[config.mk]
export PLATFORM = sky130hd
export DESIGN_NAME = serial_queue_ctrl
export DESIGN_NICKNAME = d
export VERILOG_FILES = /design/src/rtl/qctrl_pkg.sv /design/src/rtl/bit_collector.sv /design/src/rtl/serial_queue_ctrl.sv
export SDC_FILE = /design/constraint.sdc
export NUM_CORES = 1
export LEC_CHECK = 0
export ABC_CLOCK_PERIOD_IN_PS = 4400
export BUFFER_PORTS_ARGS = -buffer_cell sky130_fd_sc_hd__buf_2
export CORE_MARGIN = 3
export CORE_UTILIZATION = 50
export DETAILED_ROUTE_END_ITERATION = 8
export PLACE_DENSITY = 0.82
export SLEW_MARGIN = 20
export SYNTH_ARGS = -nofsm -noshare
export SYNTH_HDL_FRONTEND = slang
export SYNTH_HIERARCHICAL = 1
export SYNTH_SLANG_ARGS = --single-unit
export TNS_END_PERCENT = 50
[constraint.sdc]
create_clock -name clock_1MHz -period 4.4 [get_ports clock_1MHz]
set_input_delay 0.44 -clock clock_1MHz [delete_from_list [all_inputs] [get_ports clock_1MHz]]
set_output_delay 0.44 -clock clock_1MHz [all_outputs]
set_load 0.02 [all_outputs]
[src/rtl/qctrl_pkg.sv]
// rtl/qctrl_pkg.sv - shared types and widths for the serial queue controller
package qctrl_pkg;

    localparam int BYTE_W = 8;
    localparam int CNT_W  = 3;

    typedef enum logic [1:0] {
        COLLECT = 2'd0,
        HOLD    = 2'd1,
        PUSH    = 2'd2
    } state_e;

endpackage

[src/rtl/bit_collector.sv]
// rtl/bit_collector.sv - serial-to-parallel shift register with bit counter
module bit_collector
    import qctrl_pkg::*;
(
    input  logic              clk_i,
    input  logic              rst_ni,
    input  logic              shift_i,
    input  logic              bit_i,
    output logic [BYTE_W-1:0] byte_o,
    output logic              done_o
);

    logic [BYTE_W-1:0] byte_q;
    logic [CNT_W-1:0]  cnt_q;

    // Shift MSB-first with the new bit entering bit 0; the counter wraps naturally after 8 bits.
    always_ff @(posedge clk_i or negedge rst_ni) begin
        if (!rst_ni) begin
            byte_q <= '0;
            cnt_q  <= '0;
        end else if (shift_i) begin
            byte_q <= {byte_q[BYTE_W-2:0], bit_i};
            cnt_q  <= cnt_q + 1'b1;
        end
    end

    assign byte_o = byte_q;
    assign done_o = shift_i && (cnt_q == {CNT_W{1'b1}});

endmodule

[src/rtl/serial_queue_ctrl.sv]
// rtl/serial_queue_ctrl.sv - serial byte assembler feeding an external queue (QCTRL_AUTO_ENQ_EN: push without enqueue strobe)
module serial_queue_ctrl
    import qctrl_pkg::*;
(
    input  logic              clock_1MHz,
    input  logic              rst,
    input  logic              data_in,
    input  logic              write_in,
    input  logic              enqueue_in,
    input  logic              dequeue_in,
    output logic              status_out,
    output logic [BYTE_W-1:0] data_out,
    output logic              data_valid_out,
    output logic [1:0]        err_out,
    output logic              q_wr_en_out,
    output logic [BYTE_W-1:0] q_wr_data_out,
    output logic              q_rd_en_out,
    input  logic              q_full_in,
    input  logic              q_empty_in,
    input  logic [BYTE_W-1:0] q_rd_data_in
);

    state_e            state_q, state_d;
    logic              write_q, enq_q, deq_q;
    logic              write_edge, enq_edge, deq_edge;
    logic              shift_en, byte_done;
    logic [BYTE_W-1:0] byte_w;
    logic              ovf_set, unf_set;
    logic              rd_en_q, rd_en_d;
    logic              pend_q, pend_d;
    logic              rd_wait_q;
    logic              valid_q;
    logic [BYTE_W-1:0] data_q;
    logic [1:0]        err_q, err_d;

    assign write_edge = write_in   && !write_q;
    assign enq_edge   = enqueue_in && !enq_q;
    assign deq_edge   = dequeue_in && !deq_q;
    assign shift_en   = write_edge && (state_q == COLLECT);

    bit_collector u_bit_collector (
        .clk_i   (clock_1MHz),
        .rst_ni  (rst),
        .shift_i (shift_en),
        .bit_i   (data_in),
        .byte_o  (byte_w),
        .done_o  (byte_done)
    );

    // Registered copies of the strobes so each held strobe acts only once.
    always_ff @(posedge clock_1MHz or negedge rst) begin
        if (!rst) begin
            write_q <= 1'b0;
            enq_q   <= 1'b0;
            deq_q   <= 1'b0;
        end else begin
            write_q <= write_in;
            enq_q   <= enqueue_in;
            deq_q   <= dequeue_in;
        end
    end

    // Byte FSM state register.
    always_ff @(posedge clock_1MHz or negedge rst) begin
        if (!rst) begin
            state_q <= COLLECT;
        end else begin
            state_q <= state_d;
        end
    end

    // Byte FSM next state; a full queue on an enqueue attempt raises overflow and keeps the byte.
    always_comb begin
        state_d = state_q;
        ovf_set = 1'b0;
        case (state_q)
            COLLECT: if (byte_done) state_d = HOLD;
            HOLD: begin
`ifdef QCTRL_AUTO_ENQ_EN
                if (!q_full_in) begin
                    state_d = PUSH;
                end else if (enq_edge) begin
                    ovf_set = 1'b1;
                end
`else
                if (enq_edge) begin
                    if (q_full_in) ovf_set = 1'b1;
                    else           state_d = PUSH;
                end
`endif
            end
            PUSH:    state_d = COLLECT;
            default: state_d = COLLECT;
        endcase
    end

    // Dequeue request: a request landing on the PUSH cycle is deferred one cycle so reads never overlap writes.
    always_comb begin
        rd_en_d = 1'b0;
        pend_d  = pend_q;
        unf_set = 1'b0;
        if (pend_q) begin
            pend_d = 1'b0;
            if (q_empty_in) unf_set = 1'b1;
            else            rd_en_d = 1'b1;
        end else if (deq_edge) begin
            if (state_d == PUSH)  pend_d  = 1'b1;
            else if (q_empty_in)  unf_set = 1'b1;
            else                  rd_en_d = 1'b1;
        end
        err_d = err_q | {unf_set, ovf_set};
    end

    // Read pipeline: strobe, one-cycle queue latency, then capture with a valid pulse; sticky error flags.
    always_ff @(posedge clock_1MHz or negedge rst) begin
        if (!rst) begin
            rd_en_q   <= 1'b0;
            pend_q    <= 1'b0;
            rd_wait_q <= 1'b0;
            valid_q   <= 1'b0;
            data_q    <= '0;
            err_q     <= 2'b00;
        end else begin
            rd_en_q   <= rd_en_d;
            pend_q    <= pend_d;
            rd_wait_q <= rd_en_q;
            valid_q   <= rd_wait_q;
            if (rd_wait_q) data_q <= q_rd_data_in;
            err_q     <= err_d;
        end
    end

    assign status_out     = (state_q == COLLECT);
    assign q_wr_en_out    = (state_q == PUSH);
    assign q_wr_data_out  = q_wr_en_out ? byte_w : '0;
    assign q_rd_en_out    = rd_en_q;
    assign data_out       = data_q;
    assign data_valid_out = valid_q;
    assign err_out        = err_q;

endmodule

==> impl_results.md, run 1 <==
- Hold WS: between 0.1 and 0.15 ns
- Core Region: 0.00228 mm2
- Critical Path RT: roughly 4 ns
- Crit path time final: roughly 2.0 ns
- Largest net degree at the start of global routing: 31
- Max rail drop VDD: 0.000402 V
- Drt total wl: roughly 2000 um
- Slew margin rel.: 0.580
- RePlAce Congestion: roughly 0.73
- Worst Setup End Kind: primary output
- ANT cells: 0
- Setup Viol. Count Final: 0
- Min-delay worst type: primary input to async pin
- Worst-Margin Slew: between 0.6 and 0.7 ns
- Routed len/inst: 13.3 um
- Async S/R FF share, synth: 1.00
- Hpwl dp: 1480 um
- Number of remaining DRC errors: 0
- Worst path depth: 3
- GRT overflow: 0
- # IOs: 38
- Resized cells post-CTS: 0
- CTS tree: yes
- Clock Tree Root: clkbuf_4
- RSZ-0062 raised after global routing: no
- Hold Vio Cnt, Final: 0
- Slew Limit Fails: 0
- Crit path max fanout: 9
- Vias per inst: 4.90
- First-pass GRT wire length: 3470 um
- Crit path max-delay family: simple AND/OR/NAND/NOR gates
- CTS buffer count: 5
- Overall power: 0.000805 W
- CP arrival: 1.53 ns
- Crit Reg-Reg Startpoint: state_q[0]$_DFF_PN0_
- Max-Cap Viols: 0
- Post-synth top cells: dfrtp_1 (30), mux2_2 (10), and2_1 (8), mux2_4 (8), nor2_1 (3)
- DRT iter0 DRCs: 13
- Clock skew: 0.00677 ns
- Netlist cell types: 26
- DR vias: 749
- Layout Utilization: 0.659
- Port Buffers: 37
- Antenna-violating nets left: 0
- Post-Synthesis Cells: between 80 and 90
- Die area: between 0.003 and 0.004 mm2
- Post-synthesis average cell area: 15.0 um2
- Nets: 142
- CP max stage delay: around 0.47 ns
- Share of the synthesized area in the top cell type: 0.612
- Crit-path slowest cell: dfrtp_1
- Critical path origin: state_q[0]$_DFF_PN0_
- Initial Util: 0.539
- Die Ht: 55.5 um
- Top post-synthesis cells by area: dfrtp_1 (61%), mux2_4 (9.8%), mux2_2 (9.2%), and2_1 (4.1%), ha_1 (2.0%)
- Area growth from synthesis to layout: 22.3%
- Post-CTS Hold Fix Bufs: 0
- Synth Net Count: 100
- Die width: 55.5 um
- Number of synthesized flops with an enable pin: 0
- Cell taking the most area after synthesis: dfrtp_1
- Worst R2R Path Depth: 3
- GRT Util Overall: 0.151
- H-tree levels: 2
- Clock transition at the registers of the reported paths: roughly 0.09 ns
- Sequential area share after synthesis: 0.612
- Critical setup path kind: register to primary output
- Clk buf depth: 2
- First-pass DRT Iterations: 4
- Initial antenna violation count: 0
- Leak: approximately 0.76 nW
- Post-DP Area: 0.00144 mm2
- PD cells: 536 mW/mm2
- Top-count cell post-synth: dfrtp_1
- Crit start category: register
- Post-Syn Area: 0.00123 mm2
- Period utilization: 0.447
- Top FF cell, synth: dfrtp_1
- Status: completed
- Post-CTS Setup Inserts: 0
- Post-Route Setup TNS: 0 ns
- FF+latch count, synth: 30
- Layout cells sized above 1: 0.552
- Vias in the first global route: 750
- Rows: 17
- Crit path buf inv count: 1
- Crit-path cells: nor2b_1 -> and2_1 -> buf_2
- FMAX: 508 MHz
- Worst skew pair latency: 0.32 ns
- Synth Warn #: 6
- CTS sink cnt: 30
- FF-to-FF setup slack: 2.89 ns
- Final Cell Area: 0.00150 mm2
per-layer routing:
metal / GRT usage / share of wire / wire length, um / vias up
li1: - / - / - / 362
met1: 0.162 / 0.40 / 805 / 353
met2: 0.228 / 0.51 / 1040 / 29
met3: 0.0935 / 0.079 / 160 / 5
met4: 0.0833 / 0.016 / 32 / 0
met5: 0 / 0 / 0 / -
through the flow:
stage          std cells  setup WS, ns
2_1_floorplan         82          2.75
5_1_grt              153          2.29
3_3_place_gp         145          2.83
6_report             153          2.43
3_5_place_dp         145          2.76
4_1_cts              153          2.39
state kept, by name, summed over array words and instances, names as in the netlist:
signal	flops
q_rd_en_out	1
data_valid_out	1
state_q	2
pend_q	1
err_out	2
enq_q	1
u_bit_collector/byte_o	8
u_bit_collector/cnt_q	3
data_out	8
deq_q	1
rd_wait_q	1
write_q	1
worst paths after layout:
path                                                              end
worst max-delay path                                 q_wr_data_out[7]
worst min-delay path                          data_out[0]$_DFFE_PN0P_
worst max register to register   u_bit_collector/cnt_q[2]$_DFFE_PN0P_
worst min register to register                    rd_wait_q$_DFF_PN0_
max in group asynchronous       u_bit_collector/byte_o[1]$_DFFE_PN0P_
min in group clock_1MHz                               deq_q$_DFF_PN0_
power by group:
| group | internal (W) | leakage, nW | switching, W |
|---|---|---|---|
| logic | 0.000128 | 0.357 | 0.000102 |
| registers | 0.000356 | 0.365 | 0.0000561 |
| clock network | 0.0000773 | 0.0353 | 0.0000847 |
| total | 0.000562 | 0.757 | 0.000243 |
layout make-up:
cell class / instances / area (um2)
Fill cell: 169 / 776
Clock inverter: 1 / 5.00
Clock buffer: 7 / 55.1
Tap cell: 28 / 35.0
Multi-Input combinational cell: 48 / 458
Sequential cell: 30 / 751
Inverter: 1 / 3.75
Timing Repair Buffer: 38 / 193
cells in the final DEF, fill, tap and decap left out:
| master | instances |
|---|---|
| buf_2 | 37 |
| dfrtp_1 | 30 |
| mux2_2 | 10 |
| and2_1 | 8 |
| mux2_4 | 8 |
| clkbuf_4 | 5 |
| nor2_1 | 3 |
| nor2b_1 | 2 |
| ha_1 | 2 |
| or3b_4 | 1 |
| mux2i_1 | 1 |
| nand2b_4 | 1 |
| nor2_4 | 1 |
| nand3b_1 | 1 |
| o21bai_1 | 1 |
| or2_2 | 1 |
| nor3_1 | 1 |
| o22ai_1 | 1 |
| nor4b_2 | 1 |
| inv_1 | 1 |
| and3_1 | 1 |
| o21ai_0 | 1 |
| a21oi_1 | 1 |
| clkbuf_1 | 1 |
| clkinv_2 | 1 |
| clkbuf_8 | 1 |
| and2_2 | 1 |
| xor2_1 | 1 |
| buf_4 | 1 |
cells by family (layout without fill, tap and decap cells):
| logic type | after synthesis | in the layout | synth area share |
|---|---|---|---|
| fa+ha+maj | 2 | 2 | 0.0204 |
| mux | 19 | 19 | 0.198 |
| buf+inv | 4 | 47 | 0.0194 |
| xor+xnor | 1 | 1 | 0.00714 |
| compound gates | 4 | 4 | 0.0194 |
| flops | 30 | 30 | 0.612 |
| simple gates | 22 | 22 | 0.123 |
(Power assumes the default switching activity.)
==> inputs of run 2 (changes only) <==
ABC_AREA = 1   (was not set)
ABC_CLOCK_PERIOD_IN_PS = 1900   (was 4400)
CORE_UTILIZATION = 49   (was 50)
PLACE_DENSITY = 0.81   (was 0.82)
clock period = 1.9 ns   (was 4.4 ns; I/O delays follow)
==> run 2 against run 1 <==
  * Worst hold slack got worse by 0.10 ns
  * Via count grew 24%
  * First-iteration DRC count grew 92%
  * Sequential power grew 120%
  * Synthesized cell count rose by 54%
  * Combinational power is 80% higher
  * Critical endpoint is now q_wr_data_out[6]
  * Highest routed layer unchanged
==> impl_results.md, run 2 <==
- Hold Vio Cnt, Final: 0
- Overall power: 0.00166 W
- Nets: 190
- FF-to-FF setup slack: approximately 0.60 ns
- H-tree levels: 2
- PD cells: about 1100 mW/mm2
- Die width: 56.1 um
- Synth Net Count: 144
- First-pass GRT wire length: 3940 um
- Async S/R FF share, synth: 1.00
- Clock skew: 0.00277 ns
- Sequential area share after synthesis: 0.610
- Routed len/inst: 11.1 um
- Top-count cell post-synth: nand2_1
- Share of the synthesized area in the top cell type: 0.610
- Clock Tree Root: clkbuf_4
- Top FF cell, synth: dfrtp_1
- Worst Setup End Kind: primary output
- Netlist cell types: 15
- Top post-synthesis cells by area: dfrtp_1 (61%), nand2_1 (14%), mux2_2 (7.3%), inv_1 (5.2%), nor2_1 (3.7%)
- Crit path max fanout: 8
- RePlAce Congestion: 0.717
- Layout cells sized above 1: 0.343
- Post-Syn Area: 0.00123 mm2
- Cell taking the most area after synthesis: dfrtp_1
- Rows: 17
- Worst r2r dst: u_bit_collector/cnt_q[0]$_DFFE_PN0P_
- Worst R2R Path Depth: 8
- Critical setup path kind: register to primary output
- Setup Viol. Count Final: 0
- Worst skew pair latency: a little over 0.3 ns
- Max rail drop VDD: 0.000824 V
- ANT cells: 0
- CTS sink cnt: 30
- Most frequent cells in the layout: nand2_1 (45), buf_2 (37), dfrtp_1 (30)
- Initial Util: 0.535
- Number of remaining DRC errors: 0
- GRT Util Overall: 0.161
- Crit path time final: 1.45 ns
- Die Ht: around 56 um
- First-pass DRT Iterations: 3
- Port Buffers: 37
- CTS tree: yes
- DR vias: 928
- Resized cells post-CTS: 0
- Critical Path RT: ~1.7 ns
- Crit start category: register
- Most common cell after layout, fill and taps aside: nand2_1
- Vias in the first global route: ~900
- CP arrival: between 1 and 1.5 ns
- CTS buffer count: 5
- RSZ-0062 raised after global routing: no
- Die area: around 0.0031 mm2
- Min-delay src: q_empty_in
- Slew Limit Fails: 0
- Core Region: 0.00230 mm2
- Clk buf depth: 2
- FMAX: 689 MHz
- Post-synthesis average cell area: 9.76 um2
- Worst-Margin Slew: 0.656 ns
- Post-Route Setup TNS: 0 ns
- GRT overflow: 0
- Antenna-violating nets left: 0
- Crit Reg-Reg Startpoint: state_q[0]$_DFF_PN0_
- # IOs: 38
- Hold Crit Endpoint: q_rd_en_out$_DFF_PN0_
- Synth Warn #: 6
- Largest net degree at the start of global routing: 31
- Drt total wl: 2210 um
- Area growth from synthesis to layout: 23.2%
- Hold Crit Depth: 2
- Filler cell count in the final layout: 200
- Status: completed
- Min-delay worst type: primary input to register
- Leak: roughly 0.86 nW
- Post-Synthesis Cells: 126
- DRT iter0 DRCs: 25
- Post-synth top cells: nand2_1 (45), dfrtp_1 (30), inv_1 (17)
- Period utilization: 0.764
- FF+latch count, synth: 30
- Initial antenna violation count: 0
- Clock transition at the registers of the reported paths: 0.09 ns
- Hpwl dp: 1610 um
- Vias per inst: 4.64
- Max-Cap Viols: 0
- Slew margin rel.: 0.563
- Post-CTS Setup Inserts: 0
- Number of synthesized flops with an enable pin: 0
run 2: worst max-delay path: stages, from the launching register on:
cell     delay (ns)
dfrtp_1        0.41
inv_2          0.06
nor2_2         0.12
inv_2          0.09
nor2_1         0.10
buf_2          0.17
run 2: how the worst max path moves through the flow:
stage | to | from | slack (ns)
floorplan | state_q[0]$_DFF_PN0_ | state_q[0]$_DFF_PN0_ | 0.49
global placement | u_bit_collector/cnt_q[1]$_DFFE_PN0P_ | state_q[0]$_DFF_PN0_ | 0.70
detailed placement | u_bit_collector/cnt_q[0]$_DFFE_PN0P_ | state_q[0]$_DFF_PN0_ | 0.62
CTS | q_wr_data_out[6] | state_q[1]$_DFF_PN0_ | 0.43
global route | q_wr_data_out[6] | state_q[1]$_DFF_PN0_ | 0.35
finish | q_wr_data_out[6] | state_q[1]$_DFF_PN0_ | 0.45
run 2: cell families after synthesis:
group,share of synthesized area
buffers and inverters,0.0855
multiplexers,0.0732
AND/OR/NAND/NOR,0.200
flip-flops,0.610
adder cells (fa/ha/maj),0.0203
AO/OA/AOI/OAI,0.0102
run 2: metrics by stage:
step	utilization	cell area [um2]	hold WS [ns]	std cells	worst slack, ns
3_3_place_gp	0.621	1430	0.244	189	0.699
3_5_place_dp	0.621	1430	0.255	189	0.616
5_1_grt	0.660	1520	0.00290	200	0.348
4_1_cts	0.660	1520	0.0163	200	0.431
2_1_floorplan	-	1230	-0.106	126	0.490
6_report	0.660	1520	0.0269	200	0.449
run 2: cell type report:
| cell class | instances | area, um2 | share of cell area |
|---|---|---|---|
| clock buffers | 5 | 37.5 | 0.0248 |
| clock inverters | 2 | 10.0 | 0.00661 |
| inverters | 20 | 75.1 | 0.0495 |
| multi-input cells | 73 | 374 | 0.247 |
| flip-flops and latches | 30 | 751 | 0.495 |
| well taps | 28 | 35.0 | 0.0231 |
| repair buffers | 42 | 233 | 0.154 |
run 2: power by group:
part | leakage [nW] | total [W] | switching (W) | internal (W)
combinational | 0.453 | 0.000416 | 0.000249 | 0.000168
clock | 0.0308 | 0.000341 | 0.000208 | 0.000133
sequential | 0.375 | 0.000899 | 0.000105 | 0.000795
run 2: metal layers:
layer,global-route usage,vias to the layer above,share of wire
met3,0.0510,4,0.062
met4,0.0610,0,0.014
met5,0,-,0
met1,0.182,431,0.41
met2,0.282,25,0.51
li1,-,468,-
run 2: what timing repair did:
item,CTS,global route
endpoints found under the setup margin,0,0
hold buffers,4,0
endpoints found under the hold margin,33,0
==> inputs of run 3 (changes only) <==
ABC_CLOCK_PERIOD_IN_PS = 1350   (was 1900)
clock period = 1.35 ns   (was 1.9 ns; I/O delays follow)
==> run 3 against run 2 <==
  * Via count up 3.1%
  * Cell count is 2.0% higher
  * Sequential power rose by 40%
  * Clock-buffer cell count is 2 higher
  * Combinational power rose by 51%
  * Routed wire length is 0.32% higher
  * Register-to-register slack lost 0.52 ns
  * First-iteration DRC count decreased by 48%
  * Sequential cell count stayed put
  * Utilization increased by 4.1 points
==> impl_results.md, run 3 (synthesis results as in run 2) <==
- Vias in the first global route: 925
- Most frequent cells in the layout: nand2_1 (45), dfrtp_1 (30), buf_2 (29)
- CP arrival: 1.21 ns
- RePlAce Congestion: 0.734
- Area growth from synthesis to layout: 30.8%
- Slew margin rel.: 0.582
- Post-DP Area: 0.00143 mm2
- Max-Cap Viols: 0
- Initial Util: 0.535
- Largest net degree at the start of global routing: 31
- Worst skew pair latency: approximately 0.33 ns
- Number of remaining DRC errors: 0
- GRT Util Overall: 0.157
- Filler cell count in the final layout: 191
- Slew Limit Fails: 0
- Initial antenna violation count: 0
- Drt total wl: roughly 2200 um
- Crit path buf inv count: 2
- Die Ht: 56.1 um
- Core Region: 0.00230 mm2
- Clock Tree Root: clkbuf_4
- Port Buffers: 37
- DRT iter0 DRCs: 13
- CTS buffer count: 5
- Setup Viol. Count Final: 0
- Global routing's busiest layer: met2
- Hold WS: 0.0187 ns
- CTS tree: yes
- Die width: about 56 um
- Most common cell after layout, fill and taps aside: nand2_1
- Die area: between 0.003 and 0.004 mm2
- Layout cells sized above 1: 0.375
- Clock skew: 0.00713 ns
- Area used by multi-input combinational logic: just under 400 um2
- Crit path time final: 1.34 ns
- Crit start category: register
- Vias per inst: between 4 and 5
- Critical setup path kind: register to primary output
- First-pass GRT wire length: 3800 um
- Crit-path slowest cell: dfrtp_1
- GRT overflow: 0
- PD cells: 1510 mW/mm2
- Clk buf depth: 2
- Period utilization: 0.994
- # IOs: 38
- H-tree levels: 2
- Hold Vio Cnt, Final: 0
- DR vias: 957
- CP max stage delay: around 0.42 ns
- First-pass DRT Iterations: 4
- Nets: 193
- Crit-path cells: nor2_4 -> inv_4 -> nor2_1 -> buf_4
- Max rail drop VDD: 0.000982 V
- Antenna-violating nets left: 0
- Worst-Margin Slew: approximately 0.63 ns
- Met1 Usage GRT: 0.167
- Leak: 0.882 nW
- Global Route met3 Usage: 0.0534
- Critical Path RT: 1.22 ns
- Setup Slack @ Placement: 0.107 ns
- RSZ-0062 raised after global routing: yes
- FMAX: 746 MHz
- ANT cells: 0
- Final Cell Area: 0.00161 mm2
- Crit path max fanout: 8
- Layout Utilization: 0.700
- Hpwl dp: 1610 um
- Rows: 17
- CTS sink cnt: 30
- Worst Setup End Kind: primary output
- Storage cell area: 751 um2
- Crit path max-delay family: flip-flops
- Routed len/inst: 10.9 um
- Met2 usage: 0.264
- Min-delay worst type: primary input to register
- Clock transition at the registers of the reported paths: roughly 0.09 ns
- Final worst slack: 0.00875 ns
- Status: completed
run 3: metal layers:
metal	wire length [um]	part of all wire
met3	140	0.063
met4	64	0.029
met1	846	0.38
met2	1170	0.53
met5	0	0
run 3: layout make-up:
type | count | share of cell area
tap | 28 | 0.0218
multi-input combinational | 73 | 0.245
clock inverter | 1 | 0.00311
inverter | 20 | 0.0498
clock buffer | 7 | 0.0342
sequential | 30 | 0.467
timing repair buffer | 45 | 0.180
run 3: worst paths after layout:
check / from / endpoint / slack, ns / cells after the start
worst min register to register: q_rd_en_out$_DFF_PN0_ / rd_wait_q$_DFF_PN0_ / 0.39 / 0
worst min-delay path: data_in / u_bit_collector/byte_o[0]$_DFFE_PN0P_ / 0.02 / 3
max in group asynchronous: rst / u_bit_collector/byte_o[0]$_DFFE_PN0P_ / 0.58 / 2
worst max-delay path: state_q[0]$_DFF_PN0_ / q_wr_data_out[2] / 0.009 / 4
worst max register to register: state_q[0]$_DFF_PN0_ / u_bit_collector/byte_o[7]$_DFFE_PN0P_ / 0.08 / 8
min in group asynchronous: rst / deq_q$_DFF_PN0_ / 0.36 / 2
run 3: report_power, final:
| part | internal [W] | total [W] | switching (W) |
|---|---|---|---|
| registers | 0.00112 | 0.00126 | 0.000145 |
| clock network | 0.000252 | 0.000537 | 0.000286 |
| logic | 0.000253 | 0.000630 | 0.000377 |
| total | 0.00162 | 0.00243 | 0.000808 |
run 3: tightest hold or removal path, delay by kind of cell:
| kind | cells | cell delay (ns) |
|---|---|---|
| AND/OR/NAND/NOR | 2 | 0.09 |
| buffers and inverters | 1 | 0.08 |
run 3: per-stage QoR:
step           cells  TNS, ns  total power (W)
2_1_floorplan    126        0          0.00168
3_3_place_gp     189        0          0.00183
3_5_place_dp     189        0          0.00188
4_1_cts          203        0          0.00244
5_1_grt          204   -0.474          0.00261
6_report         204        0          0.00243
run 3: what timing repair did:
| action | in CTS | in global routing |
|---|---|---|
| endpoints found under the setup margin | 8 | 20 |
| endpoints found under the hold margin | 34 | 0 |
| hold buffers | 5 | 0 |
| pin swaps | 1 | 1 |
| resized for setup | 7 | 11 |
| setup buffers | 1 | 1 |
